[src/rtl/if_id_pipe_reg_if.sv]
// Valid/ready handshake bundle carrying one PC/instruction pair between pipeline stages.
interface if_id_pipe_reg_if #(
    parameter int unsigned DATA_W = 32
);
    logic [DATA_W-1:0] pc;
    logic [DATA_W-1:0] inst;
    logic              valid;
    logic              ready;

    modport master (output pc, output inst, output valid, input ready);
    modport slave  (input pc, input inst, input valid, output ready);
endinterface

[src/rtl/if_id_pipe_reg.sv]
// IF/ID pipeline register with a 2-entry skid buffer and branch/jump flush.
// Define IF_ID_PERF_CNT_EN to build the saturating stall/flush performance counters.
module if_id_pipe_reg #(
    parameter int unsigned      DATA_W   = 32,
    parameter logic [DATA_W-1:0] NOP_INST = '0,
    parameter int unsigned      CNT_W    = 16
) (
    input  logic                 clk,
    input  logic                 rst,
    if_id_pipe_reg_if.slave      fetch,
    if_id_pipe_reg_if.master     decode,
    input  logic                 flush_i,
    output logic [CNT_W-1:0]     stall_cnt_o,
    output logic [CNT_W-1:0]     flush_cnt_o
);

    typedef enum logic [1:0] {
        EMPTY = 2'd0,
        ONE   = 2'd1,
        FULL  = 2'd2
    } state_t;

    state_t            state, state_n;
    logic [DATA_W-1:0] main_pc, main_pc_n;
    logic [DATA_W-1:0] main_inst, main_inst_n;
    logic [DATA_W-1:0] skid_pc, skid_pc_n;
    logic [DATA_W-1:0] skid_inst, skid_inst_n;
    logic              out_valid;

    // ready depends on registered state only, so fetch never sees a path from decode.
    assign fetch.ready  = (state != FULL);
    assign out_valid    = (state != EMPTY);
    assign decode.valid = out_valid;
    assign decode.pc    = main_pc;
    assign decode.inst  = main_inst;

    always_ff @(posedge clk or negedge rst) begin
        if (!rst) begin
            state     <= EMPTY;
            main_pc   <= '0;
            main_inst <= NOP_INST;
            skid_pc   <= '0;
            skid_inst <= NOP_INST;
        end else begin
            state     <= state_n;
            main_pc   <= main_pc_n;
            main_inst <= main_inst_n;
            skid_pc   <= skid_pc_n;
            skid_inst <= skid_inst_n;
        end
    end

    always_comb begin
        state_n     = state;
        main_pc_n   = main_pc;
        main_inst_n = main_inst;
        skid_pc_n   = skid_pc;
        skid_inst_n = skid_inst;
        if (flush_i) begin
            state_n     = EMPTY;
            main_pc_n   = '0;
            main_inst_n = NOP_INST;
            skid_pc_n   = '0;
            skid_inst_n = NOP_INST;
        end else begin
            unique case (state)
                EMPTY: begin
                    if (fetch.valid) begin
                        main_pc_n   = fetch.pc;
                        main_inst_n = fetch.inst;
                        state_n     = ONE;
                    end
                end
                ONE: begin
                    if (decode.ready) begin
                        if (fetch.valid) begin
                            main_pc_n   = fetch.pc;
                            main_inst_n = fetch.inst;
                        end else begin
                            main_pc_n   = '0;
                            main_inst_n = NOP_INST;
                            state_n     = EMPTY;
                        end
                    end else if (fetch.valid) begin
                        skid_pc_n   = fetch.pc;
                        skid_inst_n = fetch.inst;
                        state_n     = FULL;
                    end
                end
                FULL: begin
                    if (decode.ready) begin
                        main_pc_n   = skid_pc;
                        main_inst_n = skid_inst;
                        state_n     = ONE;
                    end
                end
                default: begin
                    state_n = EMPTY;
                end
            endcase
        end
    end

`ifdef IF_ID_PERF_CNT_EN
    localparam logic [CNT_W-1:0] CNT_ONE = CNT_W'(1);

    logic [CNT_W-1:0] stall_cnt;
    logic [CNT_W-1:0] flush_cnt;

    always_ff @(posedge clk or negedge rst) begin
        if (!rst) begin
            stall_cnt <= '0;
            flush_cnt <= '0;
        end else begin
            if (out_valid && !decode.ready && (stall_cnt != '1)) begin
                stall_cnt <= stall_cnt + CNT_ONE;
            end
            if (flush_i && (flush_cnt != '1)) begin
                flush_cnt <= flush_cnt + CNT_ONE;
            end
        end
    end

    assign stall_cnt_o = stall_cnt;
    assign flush_cnt_o = flush_cnt;
`else
    assign stall_cnt_o = '0;
    assign flush_cnt_o = '0;
`endif

endmodule

[src/flat_wrapper.sv]
// flat-port wrapper written by rule: the top's interface ports become plain ports
module if_id_pipe_reg_flat 
#(
    parameter int unsigned      DATA_W   = 32,
    parameter logic [DATA_W-1:0] NOP_INST = '0,
    parameter int unsigned      CNT_W    = 16
)
  (clk, rst, flush_i, stall_cnt_o, flush_cnt_o, fetch_pc, fetch_inst, fetch_valid, fetch_ready, decode_pc, decode_inst, decode_valid, decode_ready);
  if_id_pipe_reg_if #(.DATA_W(DATA_W)) fetch_i ();
  if_id_pipe_reg_if #(.DATA_W(DATA_W)) decode_i ();
  input  logic clk;
  input  logic rst;
  input  logic flush_i;
  output logic [CNT_W-1:0] stall_cnt_o;
  output logic [CNT_W-1:0] flush_cnt_o;
  input wire logic [$bits(fetch_i.pc)-1:0] fetch_pc;
  input wire logic [$bits(fetch_i.inst)-1:0] fetch_inst;
  input wire logic [$bits(fetch_i.valid)-1:0] fetch_valid;
  output wire logic [$bits(fetch_i.ready)-1:0] fetch_ready;
  output wire logic [$bits(decode_i.pc)-1:0] decode_pc;
  output wire logic [$bits(decode_i.inst)-1:0] decode_inst;
  output wire logic [$bits(decode_i.valid)-1:0] decode_valid;
  input wire logic [$bits(decode_i.ready)-1:0] decode_ready;
  assign fetch_i.pc = fetch_pc;
  assign fetch_i.inst = fetch_inst;
  assign fetch_i.valid = fetch_valid;
  assign fetch_ready = fetch_i.ready;
  assign decode_pc = decode_i.pc;
  assign decode_inst = decode_i.inst;
  assign decode_valid = decode_i.valid;
  assign decode_i.ready = decode_ready;
  if_id_pipe_reg #(.DATA_W(DATA_W), .NOP_INST(NOP_INST), .CNT_W(CNT_W)) u_core (.clk(clk), .rst(rst), .fetch(fetch_i), .decode(decode_i), .flush_i(flush_i), .stall_cnt_o(stall_cnt_o), .flush_cnt_o(flush_cnt_o));
endmodule
[config.mk]
export PLATFORM = sky130hd
export DESIGN_NAME = if_id_pipe_reg_flat
export DESIGN_NICKNAME = d
export VERILOG_FILES = /design/src/rtl/if_id_pipe_reg_if.sv /design/src/rtl/if_id_pipe_reg.sv /design/src/flat_wrapper.sv
export SDC_FILE = /design/constraint.sdc
export NUM_CORES = 1
export LEC_CHECK = 0
export BUFFER_PORTS_ARGS = -buffer_cell sky130_fd_sc_hd__buf_2
export CAP_MARGIN = 20
export CELL_PAD_IN_SITES_DETAIL_PLACEMENT = 1
export CELL_PAD_IN_SITES_GLOBAL_PLACEMENT = 2
export CORE_MARGIN = 1
export CORE_UTILIZATION = 35
export DETAILED_ROUTE_END_ITERATION = 8
export PLACE_DENSITY_LB_ADDON = 0.1
export RECOVER_POWER = 25
export SLEW_MARGIN = 20
export SYNTH_ARGS = -nofsm -noshare
export SYNTH_HDL_FRONTEND = slang
export SYNTH_SLANG_ARGS = --single-unit
[constraint.sdc]
create_clock -name clk -period 2.6 [get_ports clk]
set_input_delay 0.52 -clock clk [delete_from_list [all_inputs] [get_ports clk]]
set_output_delay 0.52 -clock clk [all_outputs]
set_load 0.03 [all_outputs]
# Word level (Yosys, flattened, before mapping)
# Index checks and enable logic that the tools add are counted.
[totals]
ff_bits = 130
in_bits = 69
output_inout_bits = 98
[op_classes]
eq_ne = 9
n_mux = 25
n_reduce_logical = 8
[ops]
columns = ["operator", "n"]
rows = [
  ["$mux W32", 16],
  ["$pmux W32 S3", 2],
  ["$mux W2", 6],
  ["$ne A3 B3 Y1 const B", 3],
  ["$ne A4 B4 Y1 const B", 2],
  ["$reduce_and A4 Y1", 2],
  ["$pmux W2 S3", 1],
  ["$reduce_bool A2 Y1", 3],
  ["$ne A2 B2 Y1 const B", 2],
  ["$reduce_bool A4 Y1", 1],
  ["$reduce_and A3 Y1", 1],
  ["$eq A2 B1 Y1 const B", 1],
  ["$eq A2 B2 Y1 const B", 1],
  ["$logic_not A2 Y1", 1],
]

# Longest topological paths before layout
[logic_depth]
depth_word = 4
ltp_mapped = 7

# Worst setup path after synthesis
# No wires, ideal clock.
[synth_path]
path_type = "register to register"
from = "reg u_core.state[0]"
to = "reg u_core.main_inst[0], in the netlist u_core.decode.inst[0]"
setup_ns = 0.125
arrival_ns = 1.764
path_slack_ns = 0.710
stages_incl_launch_ff = 8
n_path_buf = 2
period_less_slack_ns = 1.890
cell_sequence = "dfrtp_1 -> inv_1 -> ha_1 -> a21bo_2 -> clkbuf_2 -> buf_2 -> a32o_1 -> mux2_4"
[synth_via]
elab_chain_len = 3
word_cells_on_any_way = 10
cone_classes = "5 x eq/ne; 2 x mux; 3 x reduce/logical"
[synth_lines]
columns = ["element", "line_no", "rtl"]
rows = [
  ["start: declaration", "if_id_pipe_reg.sv:23", "state_t state, state_n;"],
  ["start signal: assignment", "if_id_pipe_reg.sv:45", "state <= state_n;"],
  ["$eq A2 B2 Y1 (tied with other cells)", "if_id_pipe_reg.sv:66", "unique case (state)"],
  ["$ne A3 B3 Y1 (no line) (tied with other cells)", "n/a", ""],
  ["$reduce_and A4 Y1 (no line) or $mux W32 (tied branches)", "n/a", ""],
  ["end signal: assignment", "if_id_pipe_reg.sv:47", "main_inst <= main_inst_n;"],
  ["end: declaration", "if_id_pipe_reg.sv:25", "logic [DATA_W-1:0] main_inst, main_inst_n;"],
]
# Parallel ways exist; a longest one is shown, timed or not.
# A chain may end at the register's enable or synchronous reset.

# Worst setup path after layout
[layout_path]
from = "reg u_core.state[0]"
to = "reg u_core.main_inst[5], in the netlist u_core.decode.inst[5]"
# Same word-level chain as after synthesis.

==> key figures <==
Pwr
  • Combinational share of power: 0.371
  • P_leak: 3.65 nW
  • P per Cell Area: around 1100 nW/um^2
  • Reg power frac: 0.341
  • Int Pwr: 5.08 mW
  • Net Sw Frac: 0.364
  • Switching power total: approximately 2.9 mW
  • Peak supply drop: 0.572 mV
  • Clock group share of total power: 0.289

Setup path
  • Arr. time, crit path: 2.46 ns
  • CP Data Required Time: 2.90 ns
  • Startpoint Class: flip-flop
  • WS Path Type: reg -> reg
  • Crit. End Element: flip-flop
  • Largest fanout on the critical path: 43

Floorplanning
  • Row cnt: 47
  • Core box area: between 15,000 and 20,000 um^2
  • Die W: 133 um
  • Die Ht: 133 um
  • Total Die Area: 17,700 um^2
  • Starting Density: 0.360
  • I/O pins: 167

Route
  • DR WL/cell: 19.8 um
  • Post-route ant nets: 0
  • # DRC: 0
  • Final WL: 15.5 mm
  • First drt pass iteration count: 4
  • 1st-iter DRT viols: 210
  • DR vias: about 4,200
  • Via/cell ratio: 5.37

Status
  • Failing checks: max-capacitance violations, max-slew violations
  • Run status: finished with violations

Finish
  • Final nets: 625
  • Layout area overhead: 22.2%
  • Share of layout cells above drive strength 1: 0.433
  • Register area: 3250 um^2
  • Footprint of the multi-input gates: 2380 um^2
  • # fillers: 1,736
  • Post-Route Utilization: 0.440

Timing
  • Fmax: 462 MHz
  • Unrepaired setup endpoints after global routing: false
  • Final setup violation count: 0
  • Worst-Margin Slew: 2.12 ns
  • Final setup TNS: 0 ns
  • Max_slew headroom: -0.415
  • Fin crit period: 2.16 ns
  • Period utilization: 0.833
  • Final hold vios: 0
  • Clk_skew: 0.00422 ns
  • Final slew viol count: 37
  • Final worst slack: between 0.4 and 0.5 ns

Yosys
  • Synth Instances: 425
  • Synth Warn #: 0
  • Netlist Area Pre-Place: about 6000 um^2
  • Sequential share of the synthesized area: 0.543
  • Yosys cell types: 29
  • #FFs+latches synth: 130
  • Syn Area/Cell: 14.1 um^2

Clock network
  • CTS H-Tree Depth: 4
  • CTS max path bufs: 2
  • Clk sink count: 130
  • CTS tree: yes
  • Cts hold-fix bufs: 0
  • Num CTS Buffers: 17
  • Post-cts resize count: 0
  • Worst-path clk slew: ~0.05 ns
  • Worst skew pair latency: 0.41 ns
  • Setup Buffers After CTS: 0
  • CTS root buf: clkbuf_16

Place
  • Port Buffers: approximately 130
  • DPL Wire Length: 9.59 mm
  • Dpl ws: 0.428 ns
  • RePlAce Congestion: between 0.7 and 0.8

Global routing
  • Initial antenna violation count: 1
  • Largest net degree at the start of global routing: 65
  • First-pass GRT wire length: 25.3 mm
  • Total congestion overflow: 0
  • GRT Util Overall: 0.186
  • Number of global-route vias before repair: roughly 4,600

Run
  • Max-Cap Viols: 1

Hold path
  • Hold Path Class: in -> reg
## sequential cells by signal, indices dropped and copies added (netlist names)
signal and count:
u_core.decode.inst 32, u_core.decode.pc 32, u_core.skid_inst 32, u_core.skid_pc 32, u_core.state 2
## stage by stage
stage          power, mW  cell area [um^2]  cells  hold slack (ns)
2_1_floorplan       4.93              6110    456            0.224
3_5_place_dp        5.74              6770    751            0.488
3_3_place_gp        5.69              6770    751            0.486
4_1_cts             8.10              7330    781           0.0783
5_1_grt             8.39              7330    782            0.321
6_report            7.98              7330    782            0.340
## cell families after synthesis
kind of cell	share of synthesized area
buf+inv	0.0823
other cells	0.000626
flops	0.543
xor+xnor	0.00146
mux	0.142
fa+ha+maj	0.0125
simple gates	0.00835
compound gates	0.210
## final timing paths
path	endpoint	startpoint	cells past startpoint	slack [ns]
min in group asynchronous	u_core.skid_inst[24]$_DFFE_PN0P_	rst	1	0.72
worst min-delay path	u_core.skid_pc[13]$_DFFE_PN0P_	fetch_pc[13]	2	0.34
max in group asynchronous	u_core.decode.inst[16]$_DFFE_PN0P_	rst	2	0.55
worst max register to register	u_core.decode.inst[5]$_DFFE_PN0P_	u_core.state[0]$_DFFE_PN0P_	6	0.44
worst max-delay path	u_core.decode.inst[5]$_DFFE_PN0P_	u_core.state[0]$_DFFE_PN0P_	6	0.44
worst min register to register	u_core.decode.inst[8]$_DFFE_PN0P_	u_core.decode.inst[8]$_DFFE_PN0P_	1	0.50
## routing by layer
metal,track usage,up-vias,routed length (um)
li1,-,1836,-
met1,0.235,2218,6720
met2,0.306,128,7660
met3,0.0533,19,854
met4,0.0600,0,258
met5,0,-,0
## cell usage in the layout (no fill, tap or decap), types with 2 or more instances in the layout
master and instances:
dfrtp_1 130, mux2i_1 2, buf_2 133, bufinv_16 2, ha_1 6, inv_1 5
clkbuf_1 5, clkinv_2 4, clkbuf_8 3, nand2_1 3, a32o_1 64, mux2_4 30
buf_4 8, buf_12 5, a22o_1 64, mux2_2 34, clkbuf_16 17, conb_1 32
## worst max-delay path, stage by stage (launching register included)
cell and delay [ns]:
dfrtp_1 0.43, inv_1 0.11, ha_1 0.29, a21bo_2 0.38, buf_12 0.26, a32o_1 0.29
mux2_4 0.26
## area by class of cell
type | count | share of cell area
flip-flops and latches | 130 | 0.444
well taps | 220 | 0.0376
repair buffers | 147 | 0.113
multi-input cells | 248 | 0.325
inverters | 6 | 0.00307
diodes | 1 | 0.000342
clock inverters | 6 | 0.0109
clock buffers | 24 | 0.0658
## Yosys cell counts (all sizes together)
| master | instances | area (um^2) |
|---|---|---|
| dfrtp | 130 | 3250 |
| a22o | 64 | 561 |
| a32o | 64 | 641 |
| mux2 | 64 | 833 |
| buf | 56 | 409 |
| clkbuf | 16 | 61.3 |
| ha | 6 | 75.1 |
| inv | 6 | 22.5 |
| nand2 | 3 | 11.3 |
| mux2i | 2 | 20.0 |
| nor3 | 2 | 15.0 |
| a21bo | 1 | 10.0 |
| a221oi | 1 | 8.76 |
| a31oi | 1 | 12.5 |
| and3b | 1 | 8.76 |
| conb | 1 | 3.75 |
| nand3 | 1 | 5.00 |
| nor2 | 1 | 3.75 |
| nor2b | 1 | 6.26 |
| o21ai | 1 | 5.00 |
| o21ba | 1 | 10.0 |
| o31a | 1 | 8.76 |
| xnor2 | 1 | 8.76 |
## power by group through the flow
| stage | clock network (mW) | registers, mW | logic, mW |
|---|---|---|---|
| 4_1_cts | 2.37 | 2.73 | 3.00 |
| 2_1_floorplan | 0 | 3.42 | 1.51 |
| 3_5_place_dp | 0 | 2.75 | 2.99 |
| 3_3_place_gp | 0 | 2.74 | 2.95 |
| 5_1_grt | 2.47 | 2.78 | 3.14 |
| 6_report | 2.30 | 2.72 | 2.96 |
Power figures use the tool's default switching activity.
